===== src/rtl/dmem_dump_ctrl.sv =====
// dmem_dump_ctrl
// Walks an inclusive, wrapping address window of the data memory through the
// shared read port and streams {address, data} beats on a valid/ready channel.
// The core keeps priority on the read port, so the dump only uses idle cycles.

module dmem_dump_ctrl #(
   parameter int DEPTH = 32,
   parameter int AW    = 5,
   parameter int DW    = 32
) (
   input  logic          clk,
   input  logic          reset,
   input  logic          start,
   input  logic          abort,
   input  logic [AW-1:0] first_addr,
   input  logic [AW-1:0] last_addr,
   input  logic          core_access,
   output logic          mem_rd_en,
   output logic [AW-1:0] mem_addr,
   input  logic [DW-1:0] mem_rdata,
   output logic          dump_valid,
   input  logic          dump_ready,
   output logic [AW-1:0] dump_addr,
   output logic [DW-1:0] dump_data,
   output logic          dump_last,
   output logic          busy,
   output logic          done
);

   typedef enum logic [1:0] {
      S_IDLE,
      S_READ,
      S_WAIT,
      S_SEND
   } state_t;

   state_t        state_q,     state_d;
   logic [AW-1:0] cur_addr_q,  cur_addr_d;
   logic [AW:0]   remaining_q, remaining_d;
   logic [AW-1:0] dump_addr_q, dump_addr_d;
   logic [DW-1:0] dump_data_q, dump_data_d;
   logic          dump_last_q, dump_last_d;
   logic          done_q,      done_d;

   logic [AW:0]   span_c;       // (last - first) mod DEPTH
   logic [AW-1:0] next_addr_c;  // cur_addr + 1 with wrap at DEPTH-1

   // Window length minus one and the wrapping address increment.
   always_comb begin
      if (last_addr >= first_addr) begin
         span_c = {1'b0, last_addr} - {1'b0, first_addr};
      end else begin
         span_c = {1'b0, last_addr} + (AW+1)'(DEPTH) - {1'b0, first_addr};
      end
      if (cur_addr_q == AW'(DEPTH - 1)) begin
         next_addr_c = '0;
      end else begin
         next_addr_c = cur_addr_q + AW'(1);
      end
   end

   // Next-state logic: sequence READ -> WAIT -> SEND per word, abort wins.
   always_comb begin
      // NOTE: every signal gets a default before the case so that no path
      // leaves a value unassigned, which would otherwise infer a latch.
      state_d     = state_q;
      cur_addr_d  = cur_addr_q;
      remaining_d = remaining_q;
      dump_addr_d = dump_addr_q;
      dump_data_d = dump_data_q;
      dump_last_d = dump_last_q;
      done_d      = 1'b0;

      case (state_q)
         S_IDLE: begin
            if (start && !abort) begin
               cur_addr_d  = first_addr;
               remaining_d = span_c + (AW+1)'(1);
               state_d     = S_READ;
            end
         end
         S_READ: begin
            // The core owns the port this cycle; retry next cycle.
            if (!core_access) begin
               state_d = S_WAIT;
            end
         end
         S_WAIT: begin
            // Read data arrives one cycle after the strobe.
            dump_data_d = mem_rdata;
            dump_addr_d = cur_addr_q;
            dump_last_d = (remaining_q == (AW+1)'(1));
            state_d     = S_SEND;
         end
         S_SEND: begin
            if (dump_ready) begin
               if (dump_last_q) begin
                  dump_last_d = 1'b0;
                  done_d      = 1'b1;
                  state_d     = S_IDLE;
               end else begin
                  cur_addr_d  = next_addr_c;
                  remaining_d = remaining_q - (AW+1)'(1);
                  state_d     = S_READ;
               end
            end
         end
         default: begin
            state_d = S_IDLE;
         end
      endcase

      // Abort drops the dump silently; any read in flight is never captured.
      if (abort && (state_q != S_IDLE)) begin
         state_d     = S_IDLE;
         dump_last_d = 1'b0;
         done_d      = 1'b0;
      end
   end

   // State and datapath registers.
   always_ff @(posedge clk or posedge reset) begin
      // NOTE: non-blocking assignments keep all registers updating from
      // the same pre-edge values, independent of statement order.
      if (reset) begin
         // NOTE: the captured beat (including the data word) is reset so the
         // output channel is fully defined immediately after reset.
         state_q     <= S_IDLE;
         cur_addr_q  <= '0;
         remaining_q <= '0;
         dump_addr_q <= '0;
         dump_data_q <= '0;
         dump_last_q <= 1'b0;
         done_q      <= 1'b0;
      end else begin
         state_q     <= state_d;
         cur_addr_q  <= cur_addr_d;
         remaining_q <= remaining_d;
         dump_addr_q <= dump_addr_d;
         dump_data_q <= dump_data_d;
         dump_last_q <= dump_last_d;
         done_q      <= done_d;
      end
   end

   // Read-port and stream outputs; the strobe yields to the core.
   always_comb begin
      mem_rd_en  = (state_q == S_READ) && !core_access;
      mem_addr   = cur_addr_q;
      dump_valid = (state_q == S_SEND);
      dump_addr  = dump_addr_q;
      dump_data  = dump_data_q;
      dump_last  = dump_last_q;
      busy       = (state_q != S_IDLE);
      done       = done_q;
   end

endmodule


===== config.mk =====
export PLATFORM = sky130hd
export DESIGN_NAME = dmem_dump_ctrl
export DESIGN_NICKNAME = d
export VERILOG_FILES = /design/src/rtl/dmem_dump_ctrl.sv
export SDC_FILE = /design/constraint.sdc
export NUM_CORES = 1
export LEC_CHECK = 0
export CAP_MARGIN = 15
export CORE_ASPECT_RATIO = 0.75
export CORE_MARGIN = 5
export CORE_UTILIZATION = 45
export DETAILED_ROUTE_END_ITERATION = 8
export DONT_BUFFER_PORTS = 1
export GPL_TIMING_DRIVEN = 0
export PLACE_DENSITY = 0.57
export RECOVER_POWER = 50
export SLEW_MARGIN = 10
export SYNTH_ARGS = -nofsm -noshare
export SYNTH_HDL_FRONTEND = slang
export SYNTH_SLANG_ARGS = --single-unit

===== constraint.sdc =====
create_clock -name clk -period 2.2 [get_ports clk]
set_input_delay 0.22 -clock clk [delete_from_list [all_inputs] [get_ports clk]]
set_output_delay 0.22 -clock clk [all_outputs]
set_load 0.03 [all_outputs]

# Word level (Yosys, flattened, before mapping)
# Cells that the tools add are included.
[classes] add_sub_neg=6 magnitude_cmp=1 eq_ne=11 muxes=23 reduce_logical=12
[op_table] operator="$mux 6" count=4
[op_table] operator="$mux 5" count=4
[op_table] operator="$pmux 6 s2" count=1
[op_table] operator="$pmux 5 s2" count=1
[op_table] operator="$mux 2" count=4
[op_table] operator="$pmux 2 s4" count=1
[op_table] operator="$mux 1" count=7
[op_table] operator="$add 5x6->6 const B" count=1
[op_table] operator="$add 6x1->6 const B" count=1
[op_table] operator="$eq 6x1->1 const B" count=1
[op_table] operator="$ne 3x3->1 const B" count=2
[op_table] operator="$sub 5x5->6" count=1
[op_table] operator="$sub 6x1->6 const B" count=1
[op_table] operator="$sub 6x5->6" count=1
[op_table] operator="$add 5x1->5 const B" count=1
[op_table] operator="$eq 5x5->1 const B" count=1
[op_table] operator="$ge 5x5->1" count=1
[op_table] operator="$eq 2x2->1 const B" count=2
[op_table] operator="$ne 2x2->1 const B" count=2
[op_table] operator="$reduce_and 4->1" count=1
[op_table] operator="$reduce_bool 2->1" count=2
[op_table] operator="$logic_and 1x1->1" count=3
[op_table] operator="$ne 3x1->1 const B" count=1
[op_table] operator="$reduce_and 3->1" count=1
[op_table] operator="7 further kinds" count=8
[word_totals] reg_bits=52 in_bits=48 output_inout_bits=47 wordCells=60

# Logic depth before layout (Yosys ltp)
[logic_depth] ltp_word=6 ltp_mapped=9 depth_no_buf=9

# Least setup slack after synthesis
# No wires, ideal clock.
[synth_timing] kind="input-to-reg" startpoint="input port last_addr[0]" endpoint="register remaining_q[3]" setup_time_ps=126 arrival_ps=1683 required_ps=2074 path_slack_ps=391 cell_stages=8 n_path_buf=0 path_cell_list="inv_1 ha_1 inv_1 fa_1 xnor2_1 nor3b_2 xor2_1 a221o_1"
[synth_via] elab_chain_len=6 elab_cells_between_ends=8
[synth_lines] item="start, declared" line_no="16" text="input logic [AW-1:0] last_addr,"
[synth_lines] item="$add 5x6->6" line_no="53" text="span_c = {1'b0, last_addr} + (AW+1)'(DEPTH) - {1'b0, first_addr};"
[synth_lines] item="$sub 6x5->6" line_no="53"
[synth_lines] item="$mux 6 *" line_no="50" text="if (last_addr >= first_addr) begin"
[synth_lines] item="$add 6x1->6 *" line_no="78" text="remaining_d = span_c + (AW+1)'(1);"
[synth_lines] item="$mux 6 *" line_no="76" text="if (start && !abort) begin"
[synth_lines] item="$pmux 6 s2 *" line_no="74" text="case (state_q)"
[synth_lines] item="end signal, assigned" line_no="138" text="remaining_q <= remaining_d;"
[synth_lines] item="end, declared" line_no="39" text="logic [AW:0] remaining_q, remaining_d;"
# Mark *: on every way between the ends. The rest lies on a longest branch, timed or not. The select of a mux whose other input is x is not followed.
# A chain may end at the register's enable or synchronous reset.

# Worst setup path in the final report
[layout_timing] startpoint="register state_q[0]" endpoint="register remaining_q[4]"
[layout_via] elab_chain_len=3 elab_cells_between_ends=8
[layout_lines] item="start, declared" line_no="37" text="state_t state_q, state_d;"
[layout_lines] item="start signal, assigned" line_no="136" text="state_q <= state_d;"
[layout_lines] item="$eq 2x2->1 *"
[layout_lines] item="net dump_valid" line_no="21" text="output logic dump_valid,"
[layout_lines] item="$ne 2x2->1 (no source line) (tied with other cells)"
[layout_lines] item="$reduce_and 4->1 (no source line)"
# Mark *: on every way through the listed nets, which the timed path passes. The rest lies on a longest branch.

==> impl_results.md <==
- Run status: finished, final reports clean
- Most common cell after layout, fill and taps aside: dfrtp_1
- GPL Wtd Cong: 0.850
- RSZ-0062 raised after global routing: false
- Non-filler instance count after layout: 324
- Initial DRC count: 65
- Actual slew at the worst max-slew pin: 1.12 ns
- Beginning of the worst hold path: dump_ready
- Asr flop ratio synth: 1.00
- Layout fillers: 532
- Placed Cells: 313
- Total grt overflow: 0
- Clk Latency, worst-skew pair: 0.29 ns
- Crit-path leading delay family: buffers and inverters
- Crit Path Class: flip-flop to flip-flop
- Hold_ws: 0.0375 ns
- Synth warn: 0
- Cells after Synth: 234
- Worst Reg-to-Reg Cells: 8
- Sequential element share of the synthesized area: 0.490
- Core area: 5770 um^2
- Slew Viols, Final: 0
- Synth Net Count: 298
- Row cnt: 24
- Cell Area, Synth: 2660 um^2
- Top FF cell, synth: dfrtp_1
- Tot Pwr: 4.79 mW
- Main combinational cell family by area after synthesis: multiplexers
- R2R setup slack: 0.18 ns
- CTS tree: done
- WL final: 5.45 mm
- # port buffers: 0
- Worst Clk Skew: 0.00438 ns
- Max stage delay on crit path: 0.43 ns
- Synthesized area per cell: 11.3 um^2
- Largest net degree at the start of global routing: 31
- Final Hold Vio Count: 0
- Final worst slack: 0.183 ns
- Post-Synth Simple-Gate Area: 0.107
- Commonest non-fill, non-tap cells in the layout: dfrtp_1, mux2_2, inv_1
- Mux cell area share after synthesis: 0.168
- Final nets: 309
- Hold Path Class: input pin to flip-flop
- CP Launch Type: flip-flop
- XOR/XNOR Fraction of Synth Area: 0.0198
- GRT Overall Usage: 0.151
- Post-DP Area: 2780 um^2
- Via-to-Cell Ratio: 5.45
- Final Util: 0.507
- I/O pins: 95
- Die Span Y: 76.5 um
- PwrDens: 1640 nW/um^2
- Detailed-route via count: 1766
- Ant. Diodes: 0
- Final setup vio count: 0
- Wire per inst: 16.8 um
- FF-to-FF End: remaining_q[4]
- Crit path cell chain: ha_2, buf_2, nand3b_1, a22oi_2, buf_4, nand2_1, mux2i_1, a221oi_2
- Worst IR drop on VDD: 0.890 mV
- Unique cell type count in the Yosys netlist: 39
- Final instance area: 2920 um^2
- H-tree levels: 2
- Worst Path Required: 2.36 ns
- CP Data Arrival Time: 2.18 ns
- Setup TNS: 0 ns
- Worst rel slew slack: 0.249
- Critical Path End Type: flip-flop
- Max Root-Sink Buffers: 2
- Post-layout min period: 2.02 ns
- Reg-to-reg critical path startpoint: state_q[0]
- Die X: 98.7 um
- Fmax: 496 MHz
- Static leakage: 1.26 nW
- Clock transition at path regs: 0.09 ns
- CP max FO: 10
- First-pass GRT wire length: 9.32 mm
- CP Buf/Inv Count: 2
- Max-Cap Viols: 0
- Sinks on Clock Net: 52
- Adder and majority gate portion of the synthesized area: 0.0782
- WHS Path Cells: 2
- Die area: 7550 um^2
- Detail Route Antenna Nets: 0
- Detailed placement HPWL: 4.31 mm
- Post-route clock period utilization: 0.917
- Antenna violations before repair: 0
- DRC viols: 0
- DRT Pass-1 Iters: 4
- Max stage delay cell, worst path: dfrtp_1
- Vias in the first global route: 1868
- Share of cells above drive strength 1: 0.232
- CTS root buf: clkbuf_8
- Area growth, synth to finish: 10.1%
- Inserted Clock Buffers: 5
- Synth Register Bits: 52
- Initial core utilization: 0.461
- Compound-cell area share of the yosys netlist: 0.104
- WHS Endpoint: done
- Post-synth EDFFs: 0
- Placement Setup Slack: 0.0442 ns
[repair_timing]
action	in CTS	in global routing
buffers inserted	0	2
resized for setup	0	1
hold buffers	1	0
endpoints found under the hold margin	29	0
setup endpoints to repair	0	11
[worst register-to-register path, cell delays in order, from the launching register on]
cell      delay [ns]
dfrtp_1         0.43
ha_2            0.32
buf_2           0.26
nand3b_1        0.15
a22oi_2         0.25
buf_4           0.18
nand2_1         0.05
mux2i_1         0.16
a221oi_2        0.08
[Yosys cell counts (all sizes together) (4+ instances only)]
library cell | n | area [um^2]
dfrtp | 52 | 1300
nand2 | 12 | 45.0
ha | 15 | 188
nand2b | 6 | 37.5
mux2 | 37 | 417
nor2b | 5 | 31.3
nor2 | 14 | 52.6
buf | 5 | 23.8
nand3b | 4 | 30.0
inv | 15 | 56.3
a21oi | 15 | 78.8
o21ai | 14 | 70.1
[registers in the layout, summed over array words and instances, names as in the netlist]
name and flops:
done 1, dump_data 32, mem_addr 5, remaining_q 6
dump_last 1, state_q 2, dump_addr 5
[power breakdown]
part           switching [mW]  internal (mW)
Sequential               1.19           1.41
Clock                   0.308          0.458
Combinational           0.702          0.722
[layer usage]
| metal | global-route usage | part of all wire | vias up |
|---|---|---|---|
| li1 | - | - | 844 |
| met1 | 0.201 | 0.44 | 851 |
| met2 | 0.228 | 0.46 | 67 |
| met3 | 0.0695 | 0.099 | 4 |
| met4 | 0.0300 | 0.0072 | 0 |
| met5 | 0 | 0 | - |
[worst max path at each step]
| stage | from | to | slack (ns) | depth (start not counted) |
|---|---|---|---|---|
| finish | state_q[0] | remaining_q[4] | 0.18 | 8 |
| global placement | state_q[0] | remaining_q[0] | 0.06 | 7 |
| detailed placement | state_q[0] | remaining_q[0] | 0.04 | 7 |
| global route | state_q[0] | state_q[0] | 0.03 | 7 |
| floorplan | last_addr[0] | remaining_q[3] | 0.39 | 8 |
| CTS | state_q[0] | remaining_q[0] | 0.01 | 7 |
[final cells by class]
| class | count | area (um^2) | share of cell area |
|---|---|---|---|
| Buffer | 7 | 31.3 | 0.0107 |
| Clock buffer | 5 | 68.8 | 0.0235 |
| Clock inverter | 3 | 68.8 | 0.0235 |
| Inverter | 15 | 56.3 | 0.0193 |
| Multi-Input combinational cell | 160 | 1270 | 0.434 |
| Sequential cell | 52 | 1300 | 0.445 |
| Tap cell | 78 | 97.6 | 0.0334 |
| Timing Repair Buffer | 4 | 30.0 | 0.0103 |
[cells by family (layout without fill, tap and decap cells)]
family / Yosys count / count (layout)
AOI/OAI and AO/OA: 44 / 44
xor gates and xnor gates: 6 / 6
adders and majority gates: 16 / 16
buffers and inverters: 22 / 34
DFF: 52 / 52
muxes: 40 / 40
and+or+nand+nor: 54 / 54
Power figures use the tool's default switching activity.
